**config.mk**
```make
export PLATFORM = sky130hd
export DESIGN_NAME = bcd_counter_multi
export DESIGN_NICKNAME = d
export VERILOG_FILES = /design/src/rtl/bcd_counter_multi.sv
export SDC_FILE = /design/constraint.sdc
export NUM_CORES = 1
export LEC_CHECK = 0
export ABC_AREA = 1
export BUFFER_PORTS_ARGS = -buffer_cell sky130_fd_sc_hd__buf_2
export CORE_MARGIN = 3
export CORE_UTILIZATION = 45
export DETAILED_ROUTE_END_ITERATION = 16
export PLACE_DENSITY = 0.8
export SLEW_MARGIN = 20
export SYNTH_ARGS = -nofsm -noshare
export SYNTH_HDL_FRONTEND = slang
export SYNTH_SLANG_ARGS = --single-unit
```
**constraint.sdc**
```tcl
create_clock -name clk -period 1.75 [get_ports clk]
set_clock_uncertainty 0.1 [all_clocks]
set_input_delay 0.525 -clock clk [delete_from_list [all_inputs] [get_ports clk]]
set_output_delay 0.525 -clock clk [all_outputs]
set_load 0.02 [all_outputs]
```
**src/rtl/bcd_counter_multi.sv**
```systemverilog
// bcd_counter_multi: multi-decade BCD up/down counter with load, wrap/saturate and cascade tc
module bcd_counter_multi #(
    parameter int DIGITS   = 2,
    parameter bit SATURATE = 1'b0
) (
    input  logic                  clk,
    input  logic                  rst,
    input  logic                  en,
    input  logic                  up_dn,
    input  logic                  load,
    input  logic [4*DIGITS-1:0]   load_val,
    output logic [4*DIGITS-1:0]   count,
    output logic                  tc,
    output logic                  wrap
);
    logic [4*DIGITS-1:0] r_count, w_next, w_clamp;
    logic                r_wrap, w_max, w_min, w_step, w_bound;
    logic [3:0]          w_d, w_l;

    // w_step ripples through the decades: a digit moves only when every lower digit is at its turn-over value
    always_comb begin
        w_next  = r_count;
        w_clamp = '0;
        w_max   = 1'b1;
        w_min   = 1'b1;
        w_step  = 1'b1;
        w_d     = '0;
        w_l     = '0;
        for (int i = 0; i < DIGITS; i++) begin
            w_d = r_count[4*i +: 4];
            w_l = load_val[4*i +: 4];
            w_clamp[4*i +: 4] = (w_l > 4'd9) ? 4'd9 : w_l;
            if (w_step)
                w_next[4*i +: 4] = up_dn ? ((w_d == 4'd9) ? 4'd0 : w_d + 4'd1)
                                         : ((w_d == 4'd0) ? 4'd9 : w_d - 4'd1);
            w_step = w_step & (up_dn ? (w_d == 4'd9) : (w_d == 4'd0));
            w_max  = w_max & (w_d == 4'd9);
            w_min  = w_min & (w_d == 4'd0);
        end
    end

    assign w_bound = up_dn ? w_max : w_min;
    assign tc      = en & w_bound;
    assign count   = r_count;
    assign wrap    = r_wrap;

    always_ff @(posedge clk) begin
        if (rst) begin
            r_count <= '0;
            r_wrap  <= 1'b0;
        end else if (load) begin
            r_count <= w_clamp;
            r_wrap  <= 1'b0;
        end else if (en) begin
            if (!(SATURATE && w_bound))
                r_count <= w_next;
            r_wrap <= !SATURATE && w_bound;
        end else begin
            r_wrap <= 1'b0;
        end
    end
endmodule

```
==> results of run 1 <==
==> worst max-delay path: stages, from the launching register on <==
cell and delay [ps]:
dfxtp_2 330, inv_2 110, nand2_4 80, nor2_4 130
nand3_2 90, o21ai_2 80, nand2_2 90, inv_2 60
buf_6 100
==> registers in the layout, indices dropped and copies added (netlist names) <==
name,flops
count,8
wrap,1
==> metal layers <==
layer / GRT usage / vias up / part of all wire
met3: 0.03008 / 33 / 0.093
met2: 0.4465 / 117 / 0.46
met1: 0.3371 / 559 / 0.36
li1: - / 550 / -
met5: 0 / - / 0
met4: 0.1828 / 0 / 0.083
==> cell usage in the layout (no fill, tap or decap), types with 2 or more instances in the layout <==
master	n
o21ai_0	9
nand3_2	2
inv_1	8
nand4_1	2
a31oi_1	2
nor2_2	3
inv_2	5
nor2_4	4
buf_4	33
nand3_1	9
buf_2	21
a21oi_1	11
nand2_2	3
nor2_1	10
dfxtp_2	5
nand2_1	39
clkbuf_4	3
nand2_4	3
nand3_4	2
dfxtp_4	3
==> power breakdown <==
part	internal, W	switching (W)	total [W]
Clock	0.0000883	0.0000873	0.000176
Combinational	0.000168	0.000241	0.000410
Sequential	0.000226	0.0000302	0.000257
==> kinds of logic (layout without fill, tap and decap cells) <==
kind of cell / Yosys count / after routing / synth area share
AO/OA/AOI/OAI: 26 / 26 / 0.1811
AND/OR/NAND/NOR: 80 / 80 / 0.4936
buffers and inverters: 18 / 75 / 0.09454
flip-flops: 9 / 9 / 0.2308
==> layout make-up <==
class	instances	area, um^2
multi-input combinational	106	580.6
timing repair buffer	55	364.1
fill	89	316.6
sequential	9	197.7
inverter	16	71.32
clock buffer	4	26.28
tap	16	20.02
==> stage by stage <==
stage / area, um^2 / power, W / hold slack [ps] / cells / setup WS, ps
floorplan: 795.8 / 0.0004413 / 487.6 / 133 / 3.378
global placement: 1056 / 0.0005567 / 446.3 / 189 / -123.9
detailed placement: 1056 / 0.0005702 / 461.6 / 189 / -136.7
CTS: 1204 / 0.0007640 / 364.9 / 204 / -141.0
global route: 1260 / 0.0008776 / 381.6 / 206 / -247.1
finish: 1260 / 0.0008417 / 372.1 / 206 / -220.1
==> timing repair <==
action / in CTS / in global routing
setup endpoints to repair: 1 / 2
hold endpoints to repair: 0 / 0
hold buffers: 0 / 0
pin swaps: 4 / 3
resized for setup: 19 / 11
buffers inserted: 11 / 2
==> worst paths after layout <==
kind              end      from  slack, ps
max                tc  count[6]       -220
min          count[0]       rst        370
max reg2reg      wrap  count[6]       -150
min reg2reg  count[4]  count[4]        540
==> out/results.md, run 1 <==
- **GRT Resource Usage Total** 0.2740
- **Final Max Slew Viols** 0
- **x dimension of the die** 47.66 um
- **setup slack after layout** -220.1 ps
- **cell accounting for the most synthesized area** dfxtp_1
- **clock input transition at the sequential cells of the worst setup and hold paths** 80 ps
- **cell types occupying the most area after synthesis** dfxtp_1 (23%), nand2_1 (20%), a21oi_1 (7.1%), nand3_1 (7.1%), o21ai_0 (6.4%)
- **Hold Path Depth** 2
- **time the worst path needs with I/O delays and setup** 1970 ps
- **Pleak** 0.6698 nW
- **total number of H-tree levels** 1
- **global-route wire length before repair** 4.443 mm
- **most numerous cell in the Yosys netlist** nand2_1
- **total I/O pin count** 23
- **RSZ-0062 raised after global routing** yes
- **total wirelength of the detailed-routed design** 3.578 mm
- **clock tree root driver cell** clkbuf_4
- **core area** 1577 um^2
- **data required time at the worst endpoint** 1120 ps
- **count of endpoints failing setup in the final report** 2
- **placement row count** 14
- **share of the synthesized area in the top cell type** 0.2308
- **starting DRC count in detailed routing** 82
- **CTS sink count** 9
- **worst min-delay path class** in2reg
- **actual slew at the worst max-slew pin** 295.7 ps
- **endpoint class of the critical path** output pin
- **Syn Area/Cell** 5.870 um^2
- **sequential share of the synthesized area** 0.2308
- **clock tree from TritonCTS** built
- **number of inserted diodes** 0
- **worst slew margin relative to its limit** 0.8019
- **final period utilization** 1.126
- **number of nets in the layout** 204
- **flip-flop and latch count after synthesis** 9
- **routability congestion estimate** 0.7969
- **antenna violation net count after detailed routing** 0
- **fraction of layout instances using a drive strength above 1** 0.4947
- **type of element launching the critical path** flop
- **summed instance area of the synthesized netlist** 780.7 um^2
- **number of flops mapped to enable cells by yosys** 0
- **WS Path Type** reg2out
- **vertical extent of the die** 47.66 um
- **final routed DRC violation total** 0
- **largest buffer count on any clock path** 2
- **Async SR Flop Fraction** 0
- **synth-to-layout area growth** 61.38%
- **distinct cell type count after synthesis** 24
- **top achievable clock speed** 0.5076 GHz
- **PD cells** 668.0 nW/um^2
- **post-detailed-route wirelength per cell** 17.37 um
- **nets in the synthesized netlist** 146
- **overall overflow remaining after global route** 0
- **effective utilization at floorplan** 0.4952
- **sum of negative setup slack** -375.0 ps
- **Crit path arrival time** 1350 ps
- **main flop type after synthesis** dfxtp_1
- **worst skew pair latency** 280 ps
- **gate count of the mapped netlist** 133
- **worst ir drop on vdd** 588.0 uV
- **number of vias per cell after detailed routing** 6.112
- **max-cap violations** 0
- **clock buffer count from CTS** 3
- **total number of vias** 1259
- **antenna violations before repair** 0
- **Port Buffers** 22
- **commonest cells in the synthesized netlist** nand2_1 (42), nor2_1 (13), a21oi_1 (11), inv_1 (11), nand3_1 (11)
- **Fin. Hold Viols** 0
- **outcome** finished, violations left
- **total die area** 2271 um^2
- **vias in the first global route** 1066
- **largest net degree at the start of global routing** 11
- **count of warnings emitted by yosys** 0
- **peak fanout along the critical path** 3
- **violated checks** setup timing
- **DP Wirelength** 1.760 mm
- **depth of the worst register-to-register path** 13
- **post-layout util** 0.7992
- **total iterations of the first detailed-routing run** 4
Note: power is estimated with default switching activity, not from simulation.
==> run 2, diff against run 1 <==
- CORE_ASPECT_RATIO: default -> 0.75
==> run 2 against run 1 <==
Effect of this change: cell count grew 1.5%; die area increased by 0.22%; combinational power about the same; sequential share of layout area rose by 0.21 points; hold slack better by 15 ps; non-clock buffer count is 2 lower; setup slack improved by 49 ps; largest power group unchanged; the flow still finishes with violations (setup timing).
==> out/results.md, run 2 (synthesized netlist as in run 1, its figures left out) <==
- **x dimension of the die** 54.10 um, was 47.66 um
- **top library cells by usage in the layout, fill and taps aside** nand2_1 (38), buf_4 (30), buf_2 (21), was nand2_1 (39), buf_4 (33), buf_2 (21)
- **final period utilization** 1.098, was 1.126
- **peak fanout along the critical path** 3, unchanged
- **post-detailed-route wirelength per cell** 15.53 um, was 17.37 um
- **clock network fraction of total power** 0.194, was 0.209
- **post-layout util** 0.8165, was 0.7992
- **placement row count** 12, was 14
- **largest net degree at the start of global routing** 11, unchanged
- **clock buffer count from CTS** 3, unchanged
- **starting DRC count in detailed routing** 116, was 82
- **reg-to-reg slack, setup** -140 ps, was -150 ps
- **Crit path arrival time** 1300 ps, was 1350 ps
- **PD cells** 651.4 nW/um^2, was 668.0 nW/um^2
- **post-place setup slack** -152.0 ps, was -136.7 ps
- **total I/O pin count** 23, unchanged
- **total wirelength of the detailed-routed design** 3.245 mm, was 3.578 mm
- **top achievable clock speed** 0.5206 GHz, was 0.5076 GHz
- **GRT Resource Usage Total** 0.2725, was 0.2740
- **synth-to-layout area growth** 63.30%, was 61.38%
- **Worst Min Path Start** rst, unchanged
- **clock tree from TritonCTS** built, unchanged
- **Port Buffers** 22, unchanged
- **most common cell after layout, fill and taps aside** nand2_1, unchanged
- **sum of negative setup slack** -314.6 ps, was -375.0 ps
- **violated checks** setup timing, unchanged
- **startpoint of the worst-slack reg-to-reg timing path** count[5], was count[6]
- **WS Path Type** reg2out, unchanged
- **endpoint class of the critical path** output pin, unchanged
- **worst skew pair latency** 260 ps, was 280 ps
- **effective utilization at floorplan** 0.5000, was 0.4952
- **antenna violation net count after detailed routing** 0, unchanged
- **WHS** 387.2 ps, was 372.1 ps
- **start point of the critical path** count[5], was count[6]
- **max-cap violations** 0, unchanged
- **total iterations of the first detailed-routing run** 6, was 4
- **Fin. Hold Viols** 0, unchanged
- **overall overflow remaining after global route** 0, unchanged
- **Final Cell Area** 1275 um^2, was 1260 um^2
- **Switch Pwr** 0.0003408 W, was 0.0003587 W
- **time the worst path needs with I/O delays and setup** 1921 ps, was 1970 ps
- **Internal** 0.0004897 W, was 0.0004830 W
- **clock input transition at the sequential cells of the worst setup and hold paths** 60 ps, was 80 ps
- **number of flip-flops in the largest register** 8, unchanged
- **total placed instance area** 1062 um^2, was 1056 um^2
- **routability congestion estimate** 0.8869, was 0.7969
- **CP max stage delay** 360 ps, was 330 ps
- **Final Max Slew Viols** 0, unchanged
- **outcome** finished, violations left, unchanged
- **share of total power in combinational logic** 0.496, was 0.487
- **number of vias per cell after detailed routing** 5.804, was 6.112
- **sequential power share** 0.310, was 0.305
- **DP Wirelength** 1.693 mm, was 1.760 mm
- **worst ir drop on vdd** 579.4 uV, was 588.0 uV
- **count of endpoints failing setup in the final report** 2, unchanged
- **fraction of layout instances using a drive strength above 1** 0.5000, was 0.4947
- **vias in the first global route** 986, was 1066
- **total number of vias** 1213, was 1259
- **vertical extent of the die** 42.08 um, was 47.66 um
- **Pleak** 0.6603 nW, was 0.6698 nW
- **final routed DRC violation total** 0, unchanged
- **clock tree root driver cell** clkbuf_4, unchanged
- **worst slew margin relative to its limit** 0.8378, was 0.8019
- **core area** 1562 um^2, was 1577 um^2
- **actual slew at the worst max-slew pin** 243.3 ps, was 295.7 ps
- **global-route wire length before repair** 4.533 mm, was 4.443 mm
- **data required time at the worst endpoint** 1120 ps, about the same
- **total die area** 2276 um^2, was 2271 um^2
- **setup slack after layout** -170.9 ps, was -220.1 ps
- **number of inserted diodes** 0, unchanged
- **cell with the biggest individual delay on the critical path** dfxtp_4, was dfxtp_2
- **total number of H-tree levels** 1, unchanged
- **ordered cell list for the critical path** inv_2, nand2_2, nor2_4, nand3_2, o21ai_4, nand2_2, inv_2, buf_6, was inv_2, nand2_4, nor2_4, nand3_2, o21ai_2, nand2_2, inv_2, buf_6
- **RSZ-0062 raised after global routing** yes, unchanged
- **largest buffer count on any clock path** 2, unchanged
- **sw frac** 0.4104, was 0.4262
- **worst min-delay path class** in2reg, unchanged
- **type of element launching the critical path** flop, unchanged
- **number of nets in the layout** 202, was 204
- **antenna violations before repair** 0, unchanged
- **CTS sink count** 9, unchanged
==> run 2: changes by cell type in the layout (fill, tap and decap cells not counted), sizes merged <==
| cell | delta |
|---|---|
| buf | -2 |
==> run 2: power groups by stage <==
stage | Sequential, W | Combinational [W] | Clock, W
after floorplan | 0.000276 | 0.000165 | 0
after CTS | 0.000252 | 0.000366 | 0.000165
final | 0.000258 | 0.000412 | 0.000161
after global placement | 0.000246 | 0.000314 | 0
after detailed placement | 0.000247 | 0.000320 | 0
after global routing | 0.000260 | 0.000443 | 0.000176
==> run 2: worst paths after layout <==
path,end,depth (start not counted)
worst min-delay path,count[0],2
worst max-delay path,tc,8
worst max register to register,wrap,13
worst min register to register,count[7],4
==> run 2: cell type report <==
type,instances,area (um^2)
multi-input cells,106,593.1
repair buffers,53,352.8
fillers,80,286.5
flip-flops and latches,9,202.7
inverters,16,73.82
clock buffers,4,26.28
well taps,21,26.28
==> run 2: timing repair <==
action / 4_1_cts / 5_1_grt
cloned: 0 / 0
buffers inserted: 10 / 2
endpoints found under the setup margin: 1 / 2
pin swaps: 6 / 4
resized for setup: 30 / 8
hold buffers: 0 / 0
==> run 2: critical path: cells and delay by family, from the launching register on <==
family	cells	cell delay, ps
DFF	1	360
and+or+nand+nor	4	350
buffers and inverters	3	250
AOI/OAI and AO/OA	1	80
==> run 2: layer usage <==
layer | global-route usage | vias to the layer above | wire, um
li1 | - | 543 | -
met1 | 0.4034 | 540 | 1331
met2 | 0.3889 | 102 | 1411
met3 | 0.03559 | 28 | 337
met4 | 0.1095 | 0 | 165
met5 | 0 | - | 0
==> run 2: through the flow <==
stage,power (W),cells
CTS,0.0007827,208
detailed placement,0.0005667,194
global route,0.0008793,209
floorplan,0.0004413,133
global placement,0.0005596,194
finish,0.0008305,209
==> run 3, diff against run 2 <==
- RECOVER_POWER: default -> 50
==> run 3 against run 2 <==
Effect of this change: the run still ends with setup timing left; fmax is 0.19% lower; total power is 0.72% lower; sequential power hardly changed; combinational power is 2% lower; setup slack worse by 3.7 ps; utilization is 1.4 points lower; hold slack worse by 2.3 ps; sequential cell count stayed put; global-route usage stayed put; via count is 0.16% higher.
==> out/results.md, run 3 (synthesized netlist as in run 1, its figures left out) <==
- **total number of H-tree levels** 1, unchanged
- **final routed DRC violation total** 0, unchanged
- **worst skew pair latency** 260 ps, about the same
- **Final Cell Area** 1254 um^2, was 1275 um^2
- **Critical R2R Capture** wrap, unchanged
- **clock input transition at the sequential cells of the worst setup and hold paths** 60 ps, about the same
- **top library cells by usage in the layout, fill and taps aside** nand2_1 (38), buf_4 (29), buf_2 (19), was nand2_1 (38), buf_4 (30), buf_2 (21)
- **Pleak** 0.6453 nW, was 0.6603 nW
- **effective utilization at floorplan** 0.5000, unchanged
- **Fin. Hold Viols** 0, unchanged
- **outcome** finished, violations left, unchanged
- **worst slew margin relative to its limit** 0.6252, was 0.8378
- **reg-to-reg slack, setup** -150 ps, was -140 ps
- **top achievable clock speed** 0.5196 GHz, was 0.5206 GHz
- **vertical extent of the die** 42.08 um, unchanged
- **antenna violations before repair** 0, unchanged
- **GRT Resource Usage Total** 0.2725, unchanged
- **PD cells** 657.7 nW/um^2, was 651.4 nW/um^2
- **clock tree root driver cell** clkbuf_4, unchanged
- **post-route insts no fill** 209, unchanged
- **Crit path arrival time** 1300 ps, about the same
- **startpoint of the worst-slack reg-to-reg timing path** count[5], unchanged
- **total I/O pin count** 23, unchanged
- **synth-to-layout area growth** 60.58%, was 63.30%
- **termination of the worst setup path** tc, unchanged
- **max-cap violations** 0, unchanged
- **RSZ-0062 raised after global routing** yes, unchanged
- **time the worst path needs with I/O delays and setup** 1925 ps, was 1921 ps
- **actual slew at the worst max-slew pin** 562.2 ps, was 243.3 ps
- **total placed instance area** 1062 um^2, unchanged
- **WS Path Type** reg2out, unchanged
- **routability congestion estimate** 0.8869, unchanged
- **final period utilization** 1.100, was 1.098
- **data required time at the worst endpoint** 1120 ps, about the same
- **number of flip-flops in the largest register** 8, unchanged
- **total number of vias** 1215, was 1213
- **WHS** 384.9 ps, was 387.2 ps
- **DP Wirelength** 1.693 mm, unchanged
- **total wirelength of the detailed-routed design** 3.217 mm, was 3.245 mm
- **starting DRC count in detailed routing** 105, was 116
- **start point of the critical path** count[5], unchanged
- **total iterations of the first detailed-routing run** 4, was 6
- **CTS sink count** 9, unchanged
- **violated checks** setup timing, unchanged
- **x dimension of the die** 54.10 um, unchanged
- **overall overflow remaining after global route** 0, unchanged
- **number of vias per cell after detailed routing** 5.813, was 5.804
- **count of endpoints failing setup in the final report** 2, unchanged
- **vias in the first global route** 986, unchanged
- **setup slack after layout** -174.7 ps, was -170.9 ps
- **clock buffer count from CTS** 3, unchanged
- **largest net degree at the start of global routing** 11, unchanged
- **Inst Count DP** 194, unchanged
- **worst ir drop on vdd** 581.1 uV, was 579.4 uV
- **FILL cells** 84, was 80
- **depth of the worst register-to-register path** 13, unchanged
- **clock tree from TritonCTS** built, unchanged
- **endpoint class of the critical path** output pin, unchanged
- **placement row count** 12, unchanged
- **number of inserted diodes** 0, unchanged
- **core area** 1562 um^2, unchanged
- **worst min-delay path class** in2reg, unchanged
- **Final Max Slew Viols** 0, unchanged
- **post-detailed-route wirelength per cell** 15.39 um, was 15.53 um
- **antenna violation net count after detailed routing** 0, unchanged
- **fraction of layout instances using a drive strength above 1** 0.4734, was 0.5000
- **global-route wire length before repair** 4.533 mm, unchanged
- **peak fanout along the critical path** 3, unchanged
- **largest buffer count on any clock path** 2, unchanged
- **type of element launching the critical path** flop, unchanged
- **total die area** 2276 um^2, unchanged
- **sum of negative setup slack** -321.1 ps, was -314.6 ps
- **number of nets in the layout** 202, unchanged
- **most common cell after layout, fill and taps aside** nand2_1, unchanged
- **Port Buffers** 22, unchanged
## run 3: changes by cell type in the layout (fill, tap and decap cells not counted)
| cell | previous run | this run |
|---|---|---|
| nor2_2 | 1 | 0 |
| nand3_4 | 2 | 1 |
| clkbuf_1 | 1 | 4 |
| nand3_1 | 9 | 10 |
| buf_4 | 30 | 29 |
| nor2_1 | 11 | 12 |
| buf_2 | 21 | 19 |
## run 3: through the flow
stage | setup WS (ps) | utilization | total power (W)
floorplan | 3.378 | - | 0.0004413
global placement | -145.1 | 0.6803 | 0.0005596
detailed placement | -152.0 | 0.6803 | 0.0005667
CTS | -116.2 | 0.7957 | 0.0007827
global route | -228.0 | 0.8029 | 0.0008728
finish | -174.7 | 0.8029 | 0.0008245
## run 3: metal layers
layer  track usage  wire [um]
met1        0.4034       1230
met2        0.3889       1396
met3       0.03559        436
met4        0.1095        153
met5             0          0
## run 3: critical path, cell delays in order, from the launching register on
cell	delay, ps
dfxtp_4	360
inv_2	80
nand2_2	70
nor2_4	100
nand3_2	90
o21ai_4	80
nand2_2	90
inv_2	60
buf_6	110
## run 3: timing repair
action | 4_1_cts | 5_1_grt
pin swaps | 6 | 4
resized for setup | 30 | 8
endpoints found under the setup margin | 1 | 2
hold buffers | 0 | 0
setup buffers | 10 | 2
endpoints found under the hold margin | 0 | 0
cloned | 0 | 0
## run 3: final cells by class
cell class                      count  area [um^2]  area share
Clock buffer                        4        26.28     0.02096
Sequential cell                     9        202.7      0.1617
Timing Repair Buffer               53        346.6      0.2764
Multi-Input combinational cell    106        578.1      0.4611
Inverter                           16        73.82     0.05888
Tap cell                           21        26.28     0.02096
## run 3: worst min-delay path by stage
stage | start | to | slack [ps] | cells past startpoint
3_5_place_dp | count[4] | count[4] | 480 | 2
3_3_place_gp | count[4] | count[4] | 450 | 2
4_1_cts | rst | count[0] | 360 | 2
6_report | rst | wrap | 380 | 2
2_1_floorplan | count[0] | count[0] | 490 | 2
5_1_grt | rst | wrap | 390 | 2
## run 3: where the power goes
group / switching [W] / leakage (nW) / internal [W]
clock network: 0.0000744 / 0.0150 / 0.0000880
logic: 0.000232 / 0.552 / 0.000172
registers: 0.0000325 / 0.0784 / 0.000226
total: 0.000339 / 0.645 / 0.000486
